**config.mk**
```make
export PLATFORM = sky130hd
export DESIGN_NAME = vedic_mul_seq_ctrl_flat
export DESIGN_NICKNAME = d
export VERILOG_FILES = /design/src/rtl/vedic_mul_seq_ctrl_if.sv /design/src/rtl/vedic_mul_seq_ctrl.sv /design/src/flat_wrapper.sv
export SDC_FILE = /design/constraint.sdc
export NUM_CORES = 1
export LEC_CHECK = 0
export ABC_CLOCK_PERIOD_IN_PS = 4900
export CAP_MARGIN = 20
export CORE_ASPECT_RATIO = 1.75
export CORE_UTILIZATION = 50
export CTS_CLUSTER_DIAMETER = 100
export DETAILED_ROUTE_END_ITERATION = 7
export GPL_TIMING_DRIVEN = 0
export PLACE_DENSITY = 0.85
export SYNTH_ARGS = -nofsm -noshare
export SYNTH_HDL_FRONTEND = slang
export SYNTH_SLANG_ARGS = --single-unit
export TNS_END_PERCENT = 1
```
**constraint.sdc**
```tcl
create_clock -name clk -period 4.9 [get_ports clk]
set_input_delay 1.225 -clock clk [delete_from_list [all_inputs] [get_ports clk]]
set_output_delay 1.225 -clock clk [all_outputs]
set_load 0.005 [all_outputs]
```
**src/rtl/vedic_mul_seq_ctrl_if.sv**
```systemverilog
// Bundle between the I/O decode side (master) and the sequencing controller (slave),
// including the nibble path to the shared 4x4 core.
//   ena, start, a, b : request side, driven by master
//   pp_a, pp_b       : nibble pair to the 4x4 core, driven by controller
//   pp_p             : combinational 4x4 core product, same cycle
//   busy, done       : status; done is a registered one-cycle pulse
//   product          : last completed 16-bit result
interface vedic_mul_seq_ctrl_if;
    logic        ena;
    logic        start;
    logic [7:0]  a;
    logic [7:0]  b;
    logic [3:0]  pp_a;
    logic [3:0]  pp_b;
    logic [7:0]  pp_p;
    logic        busy;
    logic        done;
    logic [15:0] product;

    modport master (
        output ena, start, a, b, pp_p,
        input  pp_a, pp_b, busy, done, product
    );

    modport slave (
        input  ena, start, a, b, pp_p,
        output pp_a, pp_b, busy, done, product
    );
endinterface

```
**src/rtl/vedic_mul_seq_ctrl.sv**
```systemverilog
// 8x8 unsigned multiplier built by time-sharing one 4x4 core over four cycles.
// Operands are captured on an accepted start; each PP state drives one nibble pair,
// and the partial products are shift-accumulated into a 16-bit result.
//   clk   : system clock, rising edge
//   rst_n : asynchronous active-low reset
//   bus   : slave side of vedic_mul_seq_ctrl_if (request, core nibbles, status, product)
module vedic_mul_seq_ctrl (
    input  logic                        clk,
    input  logic                        rst_n,
    vedic_mul_seq_ctrl_if.slave         bus
);

    typedef enum logic [2:0] {StIdle, StPp0, StPp1, StPp2, StPp3} state_e;

    state_e      state_q, state_d;
    logic [7:0]  ra_q, ra_d;
    logic [7:0]  rb_q, rb_d;
    logic [15:0] acc_q, acc_d;
    logic [15:0] product_q, product_d;
    logic        done_q, done_d;

    // Whole register set advances only on enabled edges.
    always_ff @(posedge clk or negedge rst_n) begin
        if (!rst_n) begin
            state_q   <= StIdle;
            ra_q      <= 8'h00;
            rb_q      <= 8'h00;
            acc_q     <= 16'h0000;
            product_q <= 16'h0000;
            done_q    <= 1'b0;
        end else if (bus.ena) begin
            state_q   <= state_d;
            ra_q      <= ra_d;
            rb_q      <= rb_d;
            acc_q     <= acc_d;
            product_q <= product_d;
            done_q    <= done_d;
        end
    end

    always_comb begin
        state_d   = state_q;
        ra_d      = ra_q;
        rb_d      = rb_q;
        acc_d     = acc_q;
        product_d = product_q;
        done_d    = 1'b0;
        bus.pp_a  = 4'h0;
        bus.pp_b  = 4'h0;
        unique case (state_q)
            StIdle: begin
                if (bus.start) begin
                    ra_d    = bus.a;
                    rb_d    = bus.b;
                    acc_d   = 16'h0000;
                    state_d = StPp0;
                end
            end
            StPp0: begin
                bus.pp_a = ra_q[3:0];
                bus.pp_b = rb_q[3:0];
                acc_d    = {8'h00, bus.pp_p};
                state_d  = StPp1;
            end
            StPp1: begin
                bus.pp_a = ra_q[7:4];
                bus.pp_b = rb_q[3:0];
                acc_d    = acc_q + {4'h0, bus.pp_p, 4'h0};
                state_d  = StPp2;
            end
            StPp2: begin
                bus.pp_a = ra_q[3:0];
                bus.pp_b = rb_q[7:4];
                acc_d    = acc_q + {4'h0, bus.pp_p, 4'h0};
                state_d  = StPp3;
            end
            StPp3: begin
                bus.pp_a  = ra_q[7:4];
                bus.pp_b  = rb_q[7:4];
                product_d = acc_q + {bus.pp_p, 8'h00};
                done_d    = 1'b1;
                state_d   = StIdle;
            end
            default: state_d = StIdle;
        endcase
    end

    assign bus.busy    = (state_q != StIdle);
    assign bus.done    = done_q;
    assign bus.product = product_q;

endmodule

```
**src/flat_wrapper.sv**
```systemverilog
// flat-port wrapper written by rule: the top's interface ports become plain ports
module vedic_mul_seq_ctrl_flat 
  (clk, rst_n, bus_ena, bus_start, bus_a, bus_b, bus_pp_p, bus_pp_a, bus_pp_b, bus_busy, bus_done, bus_product);
  vedic_mul_seq_ctrl_if bus_i ();
  input  logic clk;
  input  logic rst_n;
  input wire logic [$bits(bus_i.ena)-1:0] bus_ena;
  input wire logic [$bits(bus_i.start)-1:0] bus_start;
  input wire logic [$bits(bus_i.a)-1:0] bus_a;
  input wire logic [$bits(bus_i.b)-1:0] bus_b;
  input wire logic [$bits(bus_i.pp_p)-1:0] bus_pp_p;
  output wire logic [$bits(bus_i.pp_a)-1:0] bus_pp_a;
  output wire logic [$bits(bus_i.pp_b)-1:0] bus_pp_b;
  output wire logic [$bits(bus_i.busy)-1:0] bus_busy;
  output wire logic [$bits(bus_i.done)-1:0] bus_done;
  output wire logic [$bits(bus_i.product)-1:0] bus_product;
  assign bus_i.ena = bus_ena;
  assign bus_i.start = bus_start;
  assign bus_i.a = bus_a;
  assign bus_i.b = bus_b;
  assign bus_i.pp_p = bus_pp_p;
  assign bus_pp_a = bus_i.pp_a;
  assign bus_pp_b = bus_i.pp_b;
  assign bus_busy = bus_i.busy;
  assign bus_done = bus_i.done;
  assign bus_product = bus_i.product;
  vedic_mul_seq_ctrl u_core (.clk(clk), .rst_n(rst_n), .bus(bus_i));
endmodule
```
## Word level (Yosys, flattened, before mapping)

Cells that the tools add are included.

| storage, ports and cells | value |
|---|---|
| input bits | 28 |
| word-level logic and storage cells | 32 |
| register bits | 52 |

| operators by class | value |
|---|---|
| equality and inequality tests | 5 |
| $add $sub $neg | 2 |
| multiplexer cells | 7 |
| reduce and logical (&&, ||, !) cells | 12 |

Operators by type and width:

| operator | number |
|---|---|
| $pmux 16 s3 | 1 |
| $add 16x12->16 | 1 |
| $add 16x16->16 | 1 |
| $mux 16 | 1 |
| $pmux 4 s2 | 2 |
| $pmux 3 s4 | 1 |
| $reduce_or 2->1 | 5 |
| $eq 3x2->1 const B | 2 |
| $reduce_and 3->1 | 2 |
| $reduce_bool 3->1 | 2 |
| $reduce_and 2->1 | 2 |
| $eq 3x1->1 const B | 1 |
| $eq 3x3->1 const B | 1 |
| $logic_not 3->1 | 1 |
| $mux 3 | 1 |
| $ne 2x2->1 const B | 1 |
| $mux 1 | 1 |

## Logic depth before layout (Yosys ltp)

| logic depth | value |
|---|---|
| depth in word-level cells | 4 |
| mapped depth | 8 |
| depth with buffers taken out | 8 |

## Worst setup path after synthesis

Ideal clock, no wire load.

| path | value |
|---|---|
| kind | input to register |
| from | input bus_pp_p[0] |
| to | register u_core.acc_q[14] |
| arrival time | 2.845 ns |
| data required time | 4.823 ns |
| stages | 8 |
| buffers on the path | 0 |
| path slack | 1.978 ns |
| setup time | 0.077 ns |
| cell sequence | ha_1 > inv_1 > fa_1 > nor2b_4 > o31a_4 > o21ai_1 > or4_1 > a21oi_1 |

| on the way | value |
|---|---|
| cells in the longest elaborated chain, start to end | 2 |

Ends and longest elaborated chain:

| item | RTL line | text |
|---|---|---|
| start, declared | flat_wrapper.sv:11 | `input wire logic [$bits(bus_i.pp_p)-1:0] bus_pp_p;` |
| $add 16x12->16 | vedic_mul_seq_ctrl.sv:68, vedic_mul_seq_ctrl.sv:74 |  |
| $pmux 16 s3 | vedic_mul_seq_ctrl.sv:50 | `unique case (state_q)` |
| end signal, assigned | vedic_mul_seq_ctrl.sv:28 | `acc_q <= 16'h0000;` |
| end signal, assigned | vedic_mul_seq_ctrl.sv:35 | `acc_q <= acc_d;` |
| end, declared | vedic_mul_seq_ctrl.sv:18 | `logic [15:0] acc_q, acc_d;` |

Every way passes these cells.
A chain may end at the register's enable or synchronous reset.

## Final worst setup path

| path | value |
|---|---|
| from | register u_core.state_q[1] |
| to | output bus_pp_b[0] |

| on the way | value |
|---|---|
| cells in the longest elaborated chain, start to end | 3 |
| elaborated cells on any way between the ends | 7 |

Ends and longest elaborated chain:

| item | RTL line | text |
|---|---|---|
| start, declared | vedic_mul_seq_ctrl.sv:15 | `state_e state_q, state_d;` |
| start signal, assigned | vedic_mul_seq_ctrl.sv:25 | `state_q <= StIdle;` |
| start signal, assigned | vedic_mul_seq_ctrl.sv:32 | `state_q <= state_d;` |
| $eq 3x3->1 (tied with other cells) | vedic_mul_seq_ctrl.sv:50 |  |
| $reduce_or 2->1 (no line) | -- |  |
| $pmux 4 s2 (*) | vedic_mul_seq_ctrl.sv:50 |  |
| end, declared | flat_wrapper.sv:13 | `output wire logic [$bits(bus_i.pp_b)-1:0] bus_pp_b;` |

Every way passes the cells marked *; elsewhere a longest branch is shown, timed or not.

==> results.tsv <==
stage	metric	value	unit
final_layout	syn_to_final_growth	25.65	%
place	port_buffers	53	
detailed_routing	drt-initial-drc-count	75	
final_layout	drive_above_1_share	7.375	%
global_routing	grt_max_degree	30	
power	p_leak	0.001615	uW
final_layout	diodes	0	
global_routing	grt_pass1_vias	2382	
timing	rsz0062_at_grt	no	
worst_hold_path	holdPathStages	2	
logic_synthesis	synth_commonest_cells	dfrtp_1, nand2_1, mux2_1, o21ai_1, ha_1	
power	peakVddDrop	0.0003421	V
detailed_routing	drc	0	
logic_synthesis	ys_seq_elements	52	
logic_synthesis	yosysTopAreaCell	dfrtp_1	
critical_path	cp.arrival	2.41	ns
clocking	clk_pin_slew	0.10	ns
logic_synthesis	synth_nets	322	
timing	finalClockSkew	0.004695	ns
logic_synthesis	syn_inst	277	
run_status	outcome	finished clean	
floorplanning	core_area	5585	um^2
timing	fin_crit	3.630	ns
clocking	clock-sinks	52	
detailed_routing	via_per_inst	5.735	
place	gp_congestion	0.9245	
critical_path	cp-end-kind	output port	
logic_synthesis	seq_area_frac_synth	44.91	%
detailed_routing	wirelength	6499	um
detailed_routing	vias	2380	
logic_synthesis	yosys_warnings	0	
floorplanning	die_h	102.7	um
logic_synthesis	netlist_area	2898	um^2
floorplanning	dieArea	6116	um^2
clocking	clock-root-buffer	clkbuf_8	
logic_synthesis	netlist_top_cells_area	dfrtp_1, mux2_1, ha_1	
clocking	cts_tree	done	
timing	hold_viol_final	0	
timing	tightest_slew	0.9058	ns
worst_hold_path	timing.hold.worst.class	flip-flop to flip-flop	
logic_synthesis	yosysMostFrequentCell	dfrtp_1	
power	p_per_area	540.5	nW/um^2
place	dp_hpwl	5034	um
detailed_routing	wire_per_inst	15.66	um
floorplanning	placementRows	36	
logic_synthesis	ys_types	49	
critical_path	critPathLaunchType	flip-flop	
detailed_routing	antenna_left	0	
floorplanning	die_x	59.55	um
global_routing	grt-ovfl-total	0	
global_routing	gr-usage-all-layers	23.26	%
clocking	post_cts_buffers	0	
timing	slew_violations	0	
detailed_routing	first_pass_iters	4	
clocking	htreeDepth	2	
critical_path	rrSetupSlack	2.61	ns
clocking	cts_made_buffers	5	
critical_path	critPathMaxFanout	10	
job	maxCapViolCount	0	
clocking	clock_latency	0.31	ns
logic_synthesis	synth_edf_count	0	
logic_synthesis	synth_top_area_share	44.91	%
logic_synthesis	synth_flop_cell	dfrtp_1	
critical_path	crit_type	flip-flop to output port	
final_layout	nNetsFinal	383	
timing	finalSetupViolCount	0	
global_routing	grt_pass1_wl	10570	um
timing	period_share	74.08	%
logic_synthesis	synthesis.area_per_instance	10.46	um^2
floorplanning	start_util	51.88	%
global_routing	antenna_found_initial	0	
floorplanning	num_io_pins	54	
timing	fmax	275.5	MHz
critical_path	rr_worst_depth	8	
final_layout	final_util	65.19	%
logic_synthesis	async_flop_share	100.0	%
timing	tns	0	ns
clocking	cts_max_path_buffers	2	
clocking	cts_resized	0	
clocking	cts_hold_buf	0	
critical_path	worstPathRequired	3.67	ns
timing	relSlewSlack	39.09	%
## cell type report
| class | instances | area [um^2] |
|---|---|---|
| buffer | 9 | 43.79 |
| timing repair buffer | 54 | 553.0 |
| sequential | 52 | 1301 |
| clock inverter | 3 | 26.28 |
| multi-input combinational | 208 | 1523 |
| tap | 76 | 95.09 |
| fill | 477 | 1944 |
| inverter | 8 | 30.03 |
| clock buffer | 5 | 68.82 |
## metal layers
metal / wire length (um) / part of all wire [%] / track usage [%] / up-vias
met4: 287 / 4.4 / 13.06 / 0
met3: 248 / 3.8 / 3.388 / 27
met1: 2433 / 37 / 24.22 / 1146
met5: 0 / 0 / 0 / -
met2: 3528 / 54 / 43.13 / 78
li1: - / - / - / 1129
## logic make-up after synthesis
| group | after synthesis | share of synthesized area [%] |
|---|---|---|
| compound gates | 76 | 17.27 |
| buf+inv | 17 | 2.547 |
| mux | 29 | 11.23 |
| fa+ha+maj | 17 | 7.858 |
| simple gates | 76 | 13.17 |
| xor+xnor | 10 | 3.022 |
| flops | 52 | 44.91 |
## where the power goes
| group | total, uW | internal, uW | switching (uW) |
|---|---|---|---|
| combinational | 981 | 517 | 465 |
| sequential | 729 | 607 | 121 |
| clock | 258 | 105 | 153 |
| total | 1970 | 1230 | 739 |
## registers in the layout (all words and copies together) (netlist names)
register / count
u_core.ra_q: 8
u_core.acc_q: 16
u_core.rb_q: 8
u_core.bus.product: 16
u_core.bus.done: 1
u_core.state_q: 3
## critical path, cell delays in order, from the launching register on
cell and delay, ns:
dfrtp_1 0.44, clkbuf_1 0.37, clkbuf_1 0.43, a22oi_1 0.16, o21ai_1 0.16, clkdlybuf4s50_1 0.53
## worst paths after layout
path,from,end
worst max-delay path,u_core.state_q[1],bus_pp_b[0]
worst min-delay path,u_core.acc_q[2],u_core.acc_q[2]
worst max register to register,u_core.acc_q[4],u_core.acc_q[14]
worst min register to register,u_core.acc_q[2],u_core.acc_q[2]
max in group asynchronous,rst_n,u_core.rb_q[6]
min in group asynchronous,rst_n,u_core.bus.product[13]
## placed cells by master, fill, tap and decap left out, drive strengths merged, types with 2 or more instances in the layout
cell,instances
nor2,7
nor2b,5
a21oi,9
a22oi,5
ha,15
xnor2,4
o21ai,30
a211oi,3
a21o,4
buf,6
clkdlybuf4s50,52
nand3,11
fa,2
a221o,2
o21a,5
or3,2
o31a,2
nand2,38
xor2,6
nor3,3
inv,10
o31ai,4
clkbuf,10
mux2,28
nand2b,3
and2,2
o211ai,5
dfrtp,52
## through the flow
stage	instance area, um^2	setup slack (ns)	total power, uW	hold slack, ns	std cells
after floorplan	2898	1.978	1322	0.4315	277
after global placement	3523	1.112	1664	0.4432	406
after detailed placement	3546	1.250	1712	0.4552	407
after CTS	3641	1.277	1977	0.4792	415
after global routing	3641	1.124	2120	0.4932	415
final	3641	1.270	1968	0.4740	415
Power figures use the tool's default switching activity.
